<file path="src/rtl/dbg_pkg.sv">
// Shared types and constants for the debug memory command engine.
package dbg_pkg;

  localparam int unsigned DATA_W = 8;
  localparam int unsigned ADDR_W = 16;

  localparam logic [DATA_W-1:0] CMD_READ  = 8'h52;
  localparam logic [DATA_W-1:0] CMD_WRITE = 8'h57;
  localparam logic [DATA_W-1:0] CMD_BURST = 8'h42;

  localparam logic [DATA_W-1:0] DEF_ACK_BYTE = 8'h4B;
  localparam logic [DATA_W-1:0] DEF_ERR_BYTE = 8'h3F;

  typedef enum logic [2:0] {
    ST_IDLE,
    ST_ADDR_H,
    ST_ADDR_L,
    ST_WDATA,
    ST_COUNT,
    ST_MEM,
    ST_TX_SEND
  } ctrl_state_t;

  typedef enum logic [2:0] {
    MEM_IDLE,
    MEM_SETUP,
    MEM_CLK_HI,
    MEM_CLK_LO,
    MEM_DONE
  } mem_state_t;

  typedef struct packed {
    logic [ADDR_W-1:0] addr;
    logic              rw;
    logic [DATA_W-1:0] wdata;
  } mem_req_t;

  function automatic logic is_cmd(input logic [DATA_W-1:0] b);
    return (b == CMD_READ) || (b == CMD_WRITE) || (b == CMD_BURST);
  endfunction

endpackage

</file>
<file path="src/rtl/dbg_mem_cycle.sv">
// One debug-port memory access: SETUP -> CLK_HI -> CLK_LO -> DONE, all
// RAM-side signals registered so they are glitch-free at the macro pins.
module dbg_mem_cycle
  import dbg_pkg::*;
(
  input  logic              clk,
  input  logic              rst_n,
  input  logic              start,
  input  mem_req_t          req,
  input  logic [DATA_W-1:0] dbg_data_out,
  output logic              dbg_mem_op,
  output logic              dbg_mem_clk,
  output logic [ADDR_W-1:0] dbg_addr,
  output logic [DATA_W-1:0] dbg_data_in,
  output logic              dbg_RW,
  output logic              done,
  output logic [DATA_W-1:0] rdata
);

  mem_state_t state, next_state;
  logic       op_d, clk_d, done_d;

  always_ff @(posedge clk or negedge rst_n) begin
    if (!rst_n) state <= MEM_IDLE;
    else        state <= next_state;
  end

  always_comb begin
    next_state = state;
    unique case (state)
      MEM_IDLE:   if (start) next_state = MEM_SETUP;
      MEM_SETUP:  next_state = MEM_CLK_HI;
      MEM_CLK_HI: next_state = MEM_CLK_LO;
      MEM_CLK_LO: next_state = MEM_DONE;
      MEM_DONE:   next_state = MEM_IDLE;
      default:    next_state = MEM_IDLE;
    endcase
  end

  // Outputs are decoded from the next state so the registers line up with it.
  always_comb begin
    op_d   = 1'b0;
    clk_d  = 1'b0;
    done_d = 1'b0;
    unique case (next_state)
      MEM_SETUP:  op_d = 1'b1;
      MEM_CLK_HI: begin op_d = 1'b1; clk_d = 1'b1; end
      MEM_CLK_LO: op_d = 1'b1;
      MEM_DONE:   done_d = 1'b1;
      default:    ;
    endcase
  end

  always_ff @(posedge clk or negedge rst_n) begin
    if (!rst_n) begin
      dbg_mem_op  <= 1'b0;
      dbg_mem_clk <= 1'b0;
      dbg_addr    <= '0;
      dbg_data_in <= '0;
      dbg_RW      <= 1'b1;
      done        <= 1'b0;
      rdata       <= '0;
    end else begin
      dbg_mem_op  <= op_d;
      dbg_mem_clk <= clk_d;
      done        <= done_d;
      if (state == MEM_IDLE && start) begin
        dbg_addr    <= req.addr;
        dbg_RW      <= req.rw;
        dbg_data_in <= req.wdata;
      end else if (next_state == MEM_DONE) begin
        dbg_RW <= 1'b1;
      end
      // Upper half is not backed by the RAM, so its bus is never sampled.
      if (state == MEM_CLK_LO)
        rdata <= dbg_addr[ADDR_W-1] ? 8'hFF : dbg_data_out;
    end
  end

endmodule

</file>
<file path="src/rtl/dbg_mem_ctrl.sv">
// Debug UART command parser: R/W/B commands sequenced onto the RAM debug
// port, with read data and ACK/ERR bytes returned over valid/ready.
module dbg_mem_ctrl
  import dbg_pkg::*;
#(
  parameter int unsigned       TIMEOUT_CYCLES = 1000000,
  parameter logic [DATA_W-1:0] ACK_BYTE       = DEF_ACK_BYTE,
  parameter logic [DATA_W-1:0] ERR_BYTE       = DEF_ERR_BYTE
) (
  input  logic              clk,
  input  logic              rst_n,
  input  logic [DATA_W-1:0] rx_data,
  input  logic              rx_valid,
  output logic [DATA_W-1:0] tx_data,
  output logic              tx_valid,
  input  logic              tx_ready,
  output logic              dbg_mem_op,
  output logic              dbg_mem_clk,
  output logic [ADDR_W-1:0] dbg_addr,
  output logic [DATA_W-1:0] dbg_data_in,
  input  logic [DATA_W-1:0] dbg_data_out,
  output logic              dbg_RW,
  output logic              busy,
  output logic              rx_overrun
);

  localparam int unsigned TMO_W = $clog2(TIMEOUT_CYCLES + 1);

  ctrl_state_t       state, next_state;
  logic [ADDR_W-1:0] addr_q;
  logic [DATA_W-1:0] cnt_q;
  logic [TMO_W-1:0]  tmo_q;
  logic              wr_q, burst_q;

  logic              start;
  mem_req_t          req;
  logic              mem_done;
  logic [DATA_W-1:0] mem_rdata;

  logic in_parse, tmo_hit, tx_fire, more;

  assign in_parse = (state == ST_ADDR_H) || (state == ST_ADDR_L) ||
                    (state == ST_WDATA)  || (state == ST_COUNT);
  assign tmo_hit  = in_parse && !rx_valid && (tmo_q == TMO_W'(TIMEOUT_CYCLES - 1));
  assign tx_fire  = (state == ST_TX_SEND) && tx_ready;
  assign more     = burst_q && (cnt_q != '0);

  always_ff @(posedge clk or negedge rst_n) begin
    if (!rst_n) state <= ST_IDLE;
    else        state <= next_state;
  end

  always_comb begin
    next_state = state;
    unique case (state)
      ST_IDLE:
        if (rx_valid) next_state = is_cmd(rx_data) ? ST_ADDR_H : ST_TX_SEND;
      ST_ADDR_H:
        if (tmo_hit)       next_state = ST_IDLE;
        else if (rx_valid) next_state = ST_ADDR_L;
      ST_ADDR_L:
        if (tmo_hit)       next_state = ST_IDLE;
        else if (rx_valid) next_state = wr_q ? ST_WDATA : (burst_q ? ST_COUNT : ST_MEM);
      ST_WDATA, ST_COUNT:
        if (tmo_hit)       next_state = ST_IDLE;
        else if (rx_valid) next_state = ST_MEM;
      ST_MEM:
        if (mem_done) next_state = ST_TX_SEND;
      ST_TX_SEND:
        if (tx_fire) next_state = more ? ST_MEM : ST_IDLE;
      default: next_state = ST_IDLE;
    endcase
  end

  // Memory request launch: fires in the cycle of the last command byte.
  always_comb begin
    start      = 1'b0;
    req.addr   = addr_q;
    req.rw     = !wr_q;
    req.wdata  = rx_data;
    unique case (state)
      ST_ADDR_L: begin
        req.addr = {addr_q[ADDR_W-1:8], rx_data};
        start    = rx_valid && !wr_q && !burst_q;
      end
      ST_WDATA, ST_COUNT: start = rx_valid;
      ST_TX_SEND: begin
        req.addr = addr_q + ADDR_W'(1);
        start    = tx_fire && more;
      end
      default: ;
    endcase
  end

  always_ff @(posedge clk or negedge rst_n) begin
    if (!rst_n) begin
      addr_q     <= '0;
      cnt_q      <= '0;
      tmo_q      <= '0;
      wr_q       <= 1'b0;
      burst_q    <= 1'b0;
      tx_data    <= '0;
      tx_valid   <= 1'b0;
      busy       <= 1'b0;
      rx_overrun <= 1'b0;
    end else begin
      tmo_q      <= (in_parse && !rx_valid && !tmo_hit) ? tmo_q + TMO_W'(1) : '0;
      busy       <= (next_state != ST_IDLE);
      tx_valid   <= (next_state == ST_TX_SEND);
      rx_overrun <= rx_valid && ((state == ST_MEM) || (state == ST_TX_SEND));

      if (state == ST_IDLE && rx_valid) begin
        wr_q    <= (rx_data == CMD_WRITE);
        burst_q <= (rx_data == CMD_BURST);
        if (!is_cmd(rx_data)) tx_data <= ERR_BYTE;
      end
      if (state == ST_ADDR_H && rx_valid) addr_q[ADDR_W-1:8] <= rx_data;
      if (state == ST_ADDR_L && rx_valid) addr_q[7:0]        <= rx_data;
      // Stored as remaining-after-first; N=0 wraps to 255 giving 256 bytes.
      if (state == ST_COUNT && rx_valid)  cnt_q <= rx_data - 8'd1;
      if (state == ST_MEM && mem_done)    tx_data <= wr_q ? ACK_BYTE : mem_rdata;
      if (tx_fire && more) begin
        addr_q <= addr_q + ADDR_W'(1);
        cnt_q  <= cnt_q - 8'd1;
      end
    end
  end

  dbg_mem_cycle u_mem_cycle (
    .clk          (clk),
    .rst_n        (rst_n),
    .start        (start),
    .req          (req),
    .dbg_data_out (dbg_data_out),
    .dbg_mem_op   (dbg_mem_op),
    .dbg_mem_clk  (dbg_mem_clk),
    .dbg_addr     (dbg_addr),
    .dbg_data_in  (dbg_data_in),
    .dbg_RW       (dbg_RW),
    .done         (mem_done),
    .rdata        (mem_rdata)
  );

endmodule
</file>
<file path="config.mk">
export PLATFORM = sky130hd
export DESIGN_NAME = dbg_mem_ctrl
export DESIGN_NICKNAME = d
export VERILOG_FILES = /design/src/rtl/dbg_pkg.sv /design/src/rtl/dbg_mem_cycle.sv /design/src/rtl/dbg_mem_ctrl.sv
export SDC_FILE = /design/constraint.sdc
export NUM_CORES = 1
export LEC_CHECK = 0
export BUFFER_PORTS_ARGS = -buffer_cell sky130_fd_sc_hd__buf_2
export CAP_MARGIN = 20
export CORE_MARGIN = 2
export CORE_UTILIZATION = 58
export CTS_BUF_LIST = sky130_fd_sc_hd__clkbuf_8
export DETAILED_ROUTE_END_ITERATION = 7
export GPL_ROUTABILITY_DRIVEN = 0
export GPL_TIMING_DRIVEN = 0
export HOLD_SLACK_MARGIN = 0.02
export PLACE_DENSITY = 0.79
export SKIP_CTS_REPAIR_TIMING = 1
export SYNTH_ARGS = -nofsm -noshare
export SYNTH_HDL_FRONTEND = slang
export SYNTH_SLANG_ARGS = --single-unit
</file>
<file path="constraint.sdc">
create_clock -name clk -period 8.3 [get_ports clk]
set_input_delay 1.66 -clock clk [delete_from_list [all_inputs] [get_ports clk]]
set_output_delay 1.66 -clock clk [all_outputs]
set_load 0.02 [all_outputs]
</file>
==> flow_metrics.tcl <==
set metrics [dict create \
    status "completed" \
    nNetsFinal 618 \
    worst_pin_slew_ns 0.648 \
    core.rowCount 34 \
    syn_area_per_cell_sq_um 9.57 \
    antenna_found_initial 0 \
    clkSinkCount 99 \
    synth_edf_count 0 \
    clk_path_buf_depth 2 \
    synth_cell_type_count 57 \
    diodes 0 \
    crit_start "tx_ready" \
    ys_seq_elements 99 \
    cp.required_ns 8.52 \
    start_kind "input port" \
    slew-limit-headroom_pct 56.8 \
    async_flop_share_pct 100 \
    grt_max_degree 56 \
    end_kind "register" \
    place_hpwl_um 8120 \
    cts_max_level 3 \
    setup_viol 0 \
    rsz0062_at_grt "no" \
    ir_drop_v 0.000228 \
    slew_violations 0 \
    clock_skew_ns 0.0140 \
    die_h_um 97.5 \
    critical_path_arrival_ns 3.85 \
    path_clk_slew_ns 0.11 \
    track_usage_pct 25.5 \
    wl_per_cell_um 16.4 \
    maxCapViolCount 0 \
    fin_crit_ns 3.63 \
    area_delta_synth_final_pct 12.5 \
    min_from "u_mem_cycle.rdata[4]" \
    drive_above_1_share_pct 18.0 \
    totalWireLength_um 11600 \
    cts_tree "done" \
    via_per_inst 6.07 \
    chipWidth_um 97.5 \
    ios 58 \
    dieArea_sq_mm 0.00951 \
    yosys_warnings 0 \
    multi_input_area_sq_mm 0.00245 \
    fill_cells 721 \
    p_leak_uw 0.00249 \
    num_vias 4298 \
    drc 0 \
    seq_area_frac_synth_pct 48.9 \
    synth_area_sq_mm 0.00507 \
    fin_crit_sh_pct 43.7 \
    p_per_area_mw_per_mm2 323 \
    setup_tns_ns 0 \
    stdcell_area_sq_mm 0.00571 \
    placed_cell_area_sq_mm 0.00550 \
    synth_fp_nets 553 \
    synth_cells 530 \
    grt_pass1_wl_um 19800 \
    overflow 0 \
    cp_max_fo 10 \
    fmax_mhz 276 \
    r2r_start "cnt_q[2]" \
    grt_pass1_vias 4050 \
    first_pass_iters 4 \
    clk_latency_ns 0.37 \
    hold_viol 0 \
    critPathKind "in2reg" \
    drtIter0Drc 324 \
    cts_made_buffers 9 \
    register_area_sq_mm 0.00248 \
    core-area_sq_mm 0.00859 \
    worst_hold_path_type "reg2reg" \
    cts-root-buf "clkbuf_8" \
    ant_nets 0 \
    synth_top_flop_cell "dfrtp_1" \
    start_util_pct 59.0 \
    port_buffers 53 \
]
-- path summary, 6_finish.rpt --
path	slack, ns	cells past startpoint	end
max reg2reg	4.81	10	cnt_q[6]
max in group asynchronous	6.32	2	u_mem_cycle.dbg_RW
min in group asynchronous	1.28	1	tmo_q[16]
min reg2reg	0.48	2	u_mem_cycle.rdata[4]
max	4.67	9	cnt_q[6]
min	0.48	2	u_mem_cycle.rdata[4]
-- metrics by stage --
step | power [uW] | hold slack (ns) | instances | setup slack (ns) | utilization [%]
final | 1840 | 0.483 | 708 | 4.67 | 66.4
after CTS | 1840 | 0.486 | 708 | 4.71 | 66.4
after global placement | 1490 | 0.452 | 691 | 4.45 | 63.7
after floorplan | 1300 | 0.440 | 530 | 4.98 | -
after global routing | 1970 | 0.507 | 708 | 4.56 | 66.4
after detailed placement | 1530 | 0.460 | 692 | 4.30 | 64.0
-- registers in the layout, summed over array words and instances, names as in the netlist, 3 cells and up --
register                 flops
tmo_q                       20
addr_q                      16
u_mem_cycle.dbg_addr        16
cnt_q                        8
tx_data                      8
u_mem_cycle.dbg_data_in      8
u_mem_cycle.rdata            8
state                        3
u_mem_cycle.state            3
-- cell families (layout without fill, tap and decap cells) --
kind of cell,Yosys count,in the layout,synth area share [%]
and+or+nand+nor,211,211,20.8
AOI/OAI and AO/OA,117,117,14.4
DFF,99,99,48.9
buffers and inverters,37,107,2.86
muxes,33,33,7.13
xor gates and xnor gates,30,30,5.18
adders and majority gates,3,3,0.740
-- worst max-delay path: stages --
cell and delay [ns]:
buf_2 0.14, o2111ai_4 0.18, clkbuf_1 0.55, mux2i_1 0.27, ha_1 0.27, nand2_1 0.13, o31a_1 0.25, o21ai_0 0.22
o311ai_0 0.17
-- synth_stat cells (all sizes together), types with 5 or more instances --
cell type,count,area [sq um]
xor2,13,114
xnor2,17,149
nor2,57,214
a21oi,31,159
nand2b,10,62.6
nand3,23,115
nor4,7,58.8
nand2,48,180
o21ai,38,190
and3,10,62.6
nor3,19,95.1
clkbuf,21,78.8
o211ai,5,37.5
nor2b,5,31.3
nand4,5,31.3
o22ai,12,75.1
buf,6,28.8
inv,9,33.8
mux2i,8,80.1
dfrtp,98,2450
mux2,25,282
-- where the power goes --
group | switching [uW] | internal [uW]
sequential | 130 | 655
clock | 192 | 121
combinational | 453 | 291
-- per-layer routing --
metal  global-route usage, %  vias up  routed length [um]
met5                       0        -                   0
met4                    6.62        0                 140
met3                    4.60       13                 752
met2                    39.8      172                5480
met1                    37.2     2090                5270
li1                        -     2023                   -
-- final cells by class --
class | instances | area share, %
clock inverters | 7 | 1.40
plain buffers | 27 | 1.89
clock buffers | 9 | 2.17
multi-input cells | 394 | 42.9
flip-flops and latches | 99 | 43.4
inverters | 10 | 0.658
repair buffers | 54 | 5.17
well taps | 108 | 2.37
-- cells in the final DEF, fill, tap and decap left out, types with 4 or more instances in the layout --
master / count
dfrtp_1: 98
buf_2: 57
nor2_1: 57
nand2_1: 48
o21ai_0: 38
a21oi_1: 30
mux2_2: 25
nand3_1: 23
clkbuf_1: 21
nor3_1: 19
xnor2_1: 17
xor2_1: 13
o22ai_1: 12
and3_1: 10
nand2b_1: 10
inv_1: 9
clkbuf_8: 9
mux2i_1: 8
nor4_1: 6
nor2b_1: 5
o211ai_1: 5
nand4_1: 5
nand3b_1: 4
and2_1: 4
a31oi_1: 4
or3_1: 4
a311oi_1: 4
Power figures use the tool's default switching activity.
